--- src/rtl/hog_cell_scheduler.sv ---
// ---------------------------------------------------------------------------
// hog_cell_scheduler
//
// Frame-level sequencer placed in front of hog_feature_gen. It accepts one
// 9-bin cell histogram per handshake, tags each cell with its linear raster
// address and forwards it to the feature generator. At frame start it issues
// a one-cycle clear (valid_fw with addr_fw==0). Block features returned by the
// generator (fea_valid) are counted. The frame completes when all
// (CELLS_X-1)*(CELLS_Y-1) blocks have arrived, or when the generator stays
// silent for DRAIN_TO cycles after the last cell, which sets a sticky error.
//
// Optional build macro: HOG_SCHED_GAP_EN
//   When defined, s_ready drops for MIN_GAP cycles after every accepted cell.
//   When undefined, cells may be accepted every cycle and MIN_GAP is ignored.
//
// Ports
//   clk, rst      clock; synchronous active-low reset
//   start         frame start pulse (honoured only in IDLE)
//   s_bin/s_valid/s_ready   incoming cell histogram stream, bin0 in LSBs
//   addr_fw/valid_fw        forward address strobe (clear in CLEAR state)
//   address/bin/i_valid     registered cell data to the feature generator
//   fea_valid     one pulse per block feature from the generator
//   busy          high in CLEAR, RUN and DRAIN
//   frame_done    one-cycle pulse at frame end (normal or timeout)
//   timeout_err   sticky drain-timeout flag, cleared by the next start
//   block_cnt     blocks received in the current frame (saturating)
// ---------------------------------------------------------------------------
module hog_cell_scheduler #(
  parameter int ADDR_W   = 11,
  parameter int BIN_W    = 32,
  parameter int CELLS_X  = 40,
  parameter int CELLS_Y  = 30,
  parameter int DRAIN_TO = 256,
  parameter int MIN_GAP  = 0
) (
  input  logic                 clk,
  input  logic                 rst,
  input  logic                 start,
  input  logic [9*BIN_W-1:0]   s_bin,
  input  logic                 s_valid,
  output logic                 s_ready,
  output logic [ADDR_W-1:0]    addr_fw,
  output logic                 valid_fw,
  output logic [ADDR_W-1:0]    address,
  output logic [9*BIN_W-1:0]   bin,
  output logic                 i_valid,
  input  logic                 fea_valid,
  output logic                 busy,
  output logic                 frame_done,
  output logic                 timeout_err,
  output logic [ADDR_W-1:0]    block_cnt
);

  typedef enum logic [1:0] {
    IDLE  = 2'd0,
    CLEAR = 2'd1,
    RUN   = 2'd2,
    DRAIN = 2'd3
  } state_t;

  localparam int                IDLE_W       = $clog2(DRAIN_TO + 1);
  localparam logic [ADDR_W-1:0] LAST_CELL    = ADDR_W'(CELLS_X * CELLS_Y - 1);
  localparam logic [ADDR_W-1:0] BLOCK_TARGET = ADDR_W'((CELLS_X - 1) * (CELLS_Y - 1));
  // Compared against the count before the current cycle is added, so the
  // pulse lands exactly DRAIN_TO cycles after the last fea_valid.
  localparam logic [IDLE_W-1:0] IDLE_LAST    = IDLE_W'(DRAIN_TO - 1);

  state_t              state;
  state_t              state_nxt;
  logic [ADDR_W-1:0]   cell_idx;
  logic [IDLE_W-1:0]   idle_cnt;
  logic [ADDR_W-1:0]   block_cnt_nxt;
  logic                accept;
  logic                gap_open;
  logic                cnt_en;
  logic                blocks_done;
  logic                drain_to_hit;
  logic                timeout_set;

  // -------------------------------------------------------------------------
  // Optional inter-cell gap
  // -------------------------------------------------------------------------
`ifdef HOG_SCHED_GAP_EN
  localparam int GAP_W = (MIN_GAP < 1) ? 1 : $clog2(MIN_GAP + 1);

  logic [GAP_W-1:0] gap_cnt;

  always_ff @(posedge clk) begin
    if (!rst) begin
      gap_cnt <= '0;
    end else if (accept) begin
      gap_cnt <= GAP_W'(MIN_GAP);
    end else if (gap_cnt != '0) begin
      gap_cnt <= gap_cnt - 1'b1;
    end
  end

  assign gap_open = (gap_cnt == '0);
`else
  // MIN_GAP is never negative, so this is constant-true: no throttling here.
  assign gap_open = (MIN_GAP >= 0);
`endif

  // -------------------------------------------------------------------------
  // Combinational handshake and counters
  // -------------------------------------------------------------------------
  assign s_ready  = (state == RUN) && gap_open;
  assign accept   = s_valid && s_ready;
  assign valid_fw = (state == CLEAR);
  assign addr_fw  = (state == CLEAR) ? '0 : address;
  assign busy     = (state != IDLE);

  // fea_valid is ignored in IDLE; the count saturates at all-ones.
  assign cnt_en        = fea_valid && (state != IDLE);
  assign block_cnt_nxt = (cnt_en && (block_cnt != '1)) ? block_cnt + 1'b1 : block_cnt;

  // Completion uses the updated count so a pulse arriving in the final cycle
  // is included in the frame.
  assign blocks_done  = (block_cnt_nxt >= BLOCK_TARGET);
  assign drain_to_hit = !fea_valid && (idle_cnt == IDLE_LAST);
  assign timeout_set  = (state == DRAIN) && !blocks_done && drain_to_hit;

  // -------------------------------------------------------------------------
  // Next-state logic
  // -------------------------------------------------------------------------
  always_comb begin
    // NOTE: every output of this block is assigned a default first so that no
    // path leaves it unassigned, which would otherwise infer a latch.
    state_nxt  = state;
    frame_done = 1'b0;
    case (state)
      IDLE: begin
        if (start) state_nxt = CLEAR;
      end
      CLEAR: begin
        state_nxt = RUN;
      end
      RUN: begin
        if (accept && (cell_idx == LAST_CELL)) state_nxt = DRAIN;
      end
      DRAIN: begin
        if (blocks_done || drain_to_hit) begin
          frame_done = 1'b1;
          state_nxt  = IDLE;
        end
      end
      default: state_nxt = IDLE;
    endcase
  end

  // -------------------------------------------------------------------------
  // State and datapath registers
  // -------------------------------------------------------------------------
  always_ff @(posedge clk) begin
    // NOTE: all state here uses non-blocking assignments so every register
    // samples the pre-edge values, independent of statement order.
    if (!rst) begin
      state       <= IDLE;
      cell_idx    <= '0;
      address     <= '0;
      // NOTE: the wide bin register is reset too because its value is a
      // visible output that must read zero after reset.
      bin         <= '0;
      i_valid     <= 1'b0;
      block_cnt   <= '0;
      timeout_err <= 1'b0;
      idle_cnt    <= '0;
    end else begin
      state   <= state_nxt;
      i_valid <= accept;

      if (accept) begin
        address  <= cell_idx;
        bin      <= s_bin;
        cell_idx <= cell_idx + 1'b1;
      end

      if ((state == IDLE) && start) begin
        block_cnt   <= '0;
        timeout_err <= 1'b0;
        cell_idx    <= '0;
      end else begin
        block_cnt <= block_cnt_nxt;
        if (timeout_set) timeout_err <= 1'b1;
      end

      // Silence counter: only meaningful in DRAIN, restarts on every block.
      if ((state == DRAIN) && !fea_valid) idle_cnt <= idle_cnt + 1'b1;
      else                                idle_cnt <= '0;
    end
  end

endmodule

--- config.mk ---
export PLATFORM = sky130hd
export DESIGN_NAME = hog_cell_scheduler
export DESIGN_NICKNAME = d
export VERILOG_FILES = /design/src/rtl/hog_cell_scheduler.sv
export SDC_FILE = /design/constraint.sdc
export NUM_CORES = 1
export LEC_CHECK = 0
export BUFFER_PORTS_ARGS = -buffer_cell sky130_fd_sc_hd__clkbuf_2
export CORE_AREA = 2 2 238 240
export CTS_CLUSTER_SIZE = 8
export DETAILED_ROUTE_END_ITERATION = 10
export DIE_AREA = 0 0 240 242
export GPL_TIMING_DRIVEN = 0
export PLACE_DENSITY = 0.46
export SETUP_SLACK_MARGIN = 0.5
export SYNTH_ARGS = -nofsm -noshare
export SYNTH_HDL_FRONTEND = slang
export SYNTH_SLANG_ARGS = --single-unit
--- constraint.sdc ---
create_clock -name clk -period 4.2 [get_ports clk]
set_input_delay 0.63 -clock clk [delete_from_list [all_inputs] [get_ports clk]]
set_output_delay 0.63 -clock clk [all_outputs]
set_load 0.01 [all_outputs]
==> impl_metrics.prom <==
# TYPE chip_impl_metric gauge
chip_impl_info{name="run_status",value="complete, no violations"} 1
chip_impl_metric{name="diodes",unit=""} 0
chip_impl_metric{name="dp_slack",unit="ns"} 1.20
chip_impl_metric{name="final_min_period_over_clock_period",unit="%"} 82.0
chip_impl_metric{name="core_outline_area",unit="sq mm"} 0.0557
chip_impl_metric{name="crit_fanout",unit=""} 8
chip_impl_metric{name="cts_setup_buffers",unit=""} 0
chip_impl_metric{name="grt_util_all_layers",unit="%"} 16.4
chip_impl_metric{name="leakage_dissipation",unit="nW"} 7.46
chip_impl_info{name="tritoncts",value="built"} 1
chip_impl_metric{name="slew_violations",unit=""} 0
chip_impl_metric{name="final_routed_wirelength_across_all_metal_layers",unit="mm"} 49.5
chip_impl_metric{name="yosys_warnings",unit=""} 0
chip_impl_metric{name="setup_tns",unit="ns"} 0
chip_impl_metric{name="worst_slew_pin_slew",unit="ns"} 1.09
chip_impl_metric{name="drt_first_pass_iters",unit=""} 4
chip_impl_metric{name="routed_wire_length_per_instance",unit="um"} 16.8
chip_impl_metric{name="grt_pass1_vias",unit=""} 12279
chip_impl_metric{name="power.ir.vdd_worst",unit="mV"} 0.247
chip_impl_metric{name="maxCapViolations",unit=""} 0
chip_impl_metric{name="layout.nets",unit=""} 2498
chip_impl_info{name="worst_setup_path_start_kind",value="flop"} 1
chip_impl_metric{name="start_util",unit="%"} 22.9
chip_impl_metric{name="drc",unit=""} 0
chip_impl_metric{name="post_route_cells_drive_above_1_share",unit="%"} 31.0
chip_impl_metric{name="tritoncts.num_buffers",unit=""} 48
chip_impl_metric{name="seq_area_frac_synth",unit="%"} 52.3
chip_impl_metric{name="post_drt_via_cell_ratio",unit=""} 4.24
chip_impl_metric{name="std_cell_rows",unit=""} 87
chip_impl_metric{name="syn_area_per_cell",unit="sq um"} 8.36
chip_impl_info{name="postSynth.topFlopCell",value="sky130_fd_sc_hd__dfxtp_1"} 1
chip_impl_metric{name="ff2ff_setup_slack",unit="ns"} 1.25
chip_impl_metric{name="pin_count_of_the_biggest_net_entering_global_routing",unit=""} 12
chip_impl_metric{name="grt_pass1_wl",unit="mm"} 73.7
chip_impl_metric{name="post_synth_num_cell_types",unit=""} 43
chip_impl_info{name="kind_of_end_point_of_the_critical_path",value="output pin"} 1
chip_impl_metric{name="fmax",unit="GHz"} 0.290
chip_impl_metric{name="cts_sinks",unit=""} 334
chip_impl_metric{name="drtAntennaViolNets",unit=""} 0
chip_impl_metric{name="grt-ovfl-total",unit=""} 0
chip_impl_info{name="setup_repair_after_global_routing_missed_its_margin",value="no"} 1
chip_impl_metric{name="ctsLongestPathBuffers",unit=""} 3
chip_impl_metric{name="final-setup-viol-count",unit=""} 0
chip_impl_metric{name="io-pin-count",unit=""} 620
chip_impl_metric{name="syn_area",unit="sq mm"} 0.0128
chip_impl_metric{name="clkTransAtPathRegs",unit="ns"} 0.06
chip_impl_metric{name="setup_slack",unit="ns"} 0.755
chip_impl_metric{name="antenna_found_initial",unit=""} 2
chip_impl_metric{name="synthArstFlopShare",unit="%"} 0
chip_impl_metric{name="flip_flop_and_latch_count_after_synthesis",unit=""} 334
chip_impl_metric{name="post_synth_net_total",unit=""} 1830
chip_impl_metric{name="layout-area-overhead-vs-synth",unit="%"} 41.3
chip_impl_metric{name="req_time_crit_path",unit="ns"} 3.57
chip_impl_metric{name="arrival",unit="ns"} 2.81
chip_impl_metric{name="port_buffers",unit=""} 618
chip_impl_metric{name="die_x",unit="um"} 240
chip_impl_metric{name="cts.repair.resized",unit=""} 0
chip_impl_metric{name="worst_slew_margin_rel",unit="%"} 27.5
chip_impl_metric{name="hold_violation_count_in_the_final_report",unit=""} 0
chip_impl_info{name="ctsRootBufferMaster",value="sky130_fd_sc_hd__clkbuf_16"} 1
chip_impl_metric{name="finalCriticalPeriod",unit="ns"} 3.44
chip_impl_metric{name="die-area",unit="sq mm"} 0.0581
chip_impl_metric{name="clock_tree.htree_level_count",unit=""} 2
chip_impl_info{name="crit_type",value="reg2out"} 1
chip_impl_info{name="hold_path_class",value="in2reg"} 1
chip_impl_metric{name="routed-via-count",unit=""} 12532
chip_impl_metric{name="clk-insertion-delay-late",unit="ns"} 0.56
chip_impl_metric{name="detailedRoute.firstIterationViolations",unit=""} 414
chip_impl_metric{name="power_density",unit="mW/mm^2"} 497
chip_impl_metric{name="layout.filler_cells",unit=""} 6028
chip_impl_metric{name="postCtsHoldBufs",unit=""} 0
chip_impl_metric{name="dp_hpwl",unit="mm"} 39.0
chip_impl_metric{name="clock-skew-final",unit="ns"} 0.0143
chip_impl_metric{name="synth_enable_flop_cells",unit=""} 0
chip_impl_metric{name="place.gp.congestion",unit=""} 0.883
chip_impl_metric{name="die_height",unit="um"} 242
chip_impl_metric{name="syn_inst",unit=""} 1529
power breakdown:
part / internal (mW) / total [mW] / switching (mW)
logic: 0.644 / 1.87 / 1.22
registers: 3.51 / 3.70 / 0.191
clock network: 2.03 / 3.40 / 1.37
total: 6.19 / 8.97 / 2.78
path summary, 6_finish.rpt:
check | from | to | cells after the start
worst max-delay path | state[0] | frame_done | 10
worst min-delay path | s_bin[73] | bin[73] | 3
worst max register to register | state[0] | state[0] | 10
worst min register to register | bin[34] | bin[34] | 2
sequential cells by signal, indices dropped and copies added, names as in the netlist:
register and flops:
address 11, bin 288, block_cnt 11, cell_idx 11, i_valid 1, idle_cnt 9
state 2, timeout_err 1
synthesized netlist by cell type, types with 2 or more instances:
library cell,n,area share (%)
sky130_fd_sc_hd__nand4_1,7,0.34
sky130_fd_sc_hd__dfxtp_1,334,52
sky130_fd_sc_hd__o21ai_0,8,0.31
sky130_fd_sc_hd__inv_1,9,0.26
sky130_fd_sc_hd__o211ai_1,2,0.12
sky130_fd_sc_hd__a21boi_0,299,18
sky130_fd_sc_hd__nor2b_1,15,0.73
sky130_fd_sc_hd__xnor2_1,9,0.62
sky130_fd_sc_hd__nand2_1,618,18
sky130_fd_sc_hd__nor2_1,39,1.1
sky130_fd_sc_hd__or3_1,4,0.20
sky130_fd_sc_hd__and3_1,4,0.20
sky130_fd_sc_hd__xor2_1,13,0.89
sky130_fd_sc_hd__nor3_1,7,0.27
sky130_fd_sc_hd__clkbuf_1,103,3.0
sky130_fd_sc_hd__ha_1,8,0.78
sky130_fd_sc_hd__o21a_1,3,0.18
sky130_fd_sc_hd__a31oi_1,3,0.15
sky130_fd_sc_hd__nand3b_1,2,0.12
sky130_fd_sc_hd__a21oi_1,6,0.24
sky130_fd_sc_hd__nand3_1,11,0.43
sky130_fd_sc_hd__o21ai_1,2,0.078
sky130_fd_sc_hd__nor3b_1,2,0.12
sky130_fd_sc_hd__and4b_1,2,0.16
critical path, stage by stage (launching register included):
cell and delay [ns]:
sky130_fd_sc_hd__dfxtp_1 0.41, sky130_fd_sc_hd__inv_1 0.09, sky130_fd_sc_hd__ha_1 0.30, sky130_fd_sc_hd__and4b_1 0.36, sky130_fd_sc_hd__o21a_1 0.27, sky130_fd_sc_hd__nand4_1 0.13
sky130_fd_sc_hd__o211ai_1 0.16, sky130_fd_sc_hd__a31oi_1 0.13, sky130_fd_sc_hd__nor2_1 0.10, sky130_fd_sc_hd__o21a_1 0.16, sky130_fd_sc_hd__clkbuf_2 0.14
metrics by stage:
step | instance area (sq um) | cells | hold slack, ns | power, mW | utilization [%]
2_1_floorplan | 12800 | 1529 | 0.430 | 4.71 | -
3_3_place_gp | 16800 | 2903 | 0.449 | 5.65 | 30.2
3_5_place_dp | 16800 | 2903 | 0.456 | 5.68 | 30.2
4_1_cts | 18100 | 2955 | 0.256 | 9.14 | 32.4
5_1_grt | 18100 | 2955 | 0.275 | 9.49 | 32.4
6_report | 18100 | 2955 | 0.303 | 8.97 | 32.4
cell type report:
cell class / count / area [sq um] / area share [%]
buffer: 105 / 395 / 2.19
timing repair buffer: 618 / 3090 / 17.1
tap: 756 / 946 / 5.24
sequential: 334 / 6690 / 37.0
clock buffer: 50 / 1230 / 6.81
multi-input combinational: 1081 / 5660 / 31.4
clock inverter: 2 / 13.8 / 0.0762
inverter: 9 / 33.8 / 0.187
cells in the final DEF, fill, tap and decap left out, drive strengths merged, types with 4 or more instances in the layout:
cell type,Yosys,final
or3,5,5
nand2,618,618
dfxtp,334,334
nand3,11,11
nor2,40,40
inv,9,9
xor2,13,13
nand4,8,8
a21oi,7,7
ha,8,8
and3,4,4
a21boi,299,299
o21ai,11,11
xnor2,9,9
nor2b,15,15
clkbuf,103,771
nor3,8,8
logic make-up (layout without fill, tap and decap cells):
| family | after synthesis | count (layout) | share of synthesized area, % |
|---|---|---|---|
| AO/OA/AOI/OAI | 331 | 331 | 19.4 |
| XOR/XNOR | 22 | 22 | 1.51 |
| adder cells (fa/ha/maj) | 8 | 8 | 0.783 |
| buffers and inverters | 114 | 784 | 3.36 |
| flip-flops | 334 | 334 | 52.3 |
| multiplexers | 1 | 1 | 0.0783 |
| AND/OR/NAND/NOR | 719 | 719 | 22.5 |
metal layers:
metal / vias up / share of wire [%] / track usage (%)
li1: 6278 / - / -
met1: 5791 / 41 / 19.4
met2: 396 / 49 / 28.6
met3: 65 / 7.6 / 5.26
met4: 2 / 1.9 / 4.00
met5: - / 0.028 / 0
No activity file was read; power rests on OpenSTA's default activity.
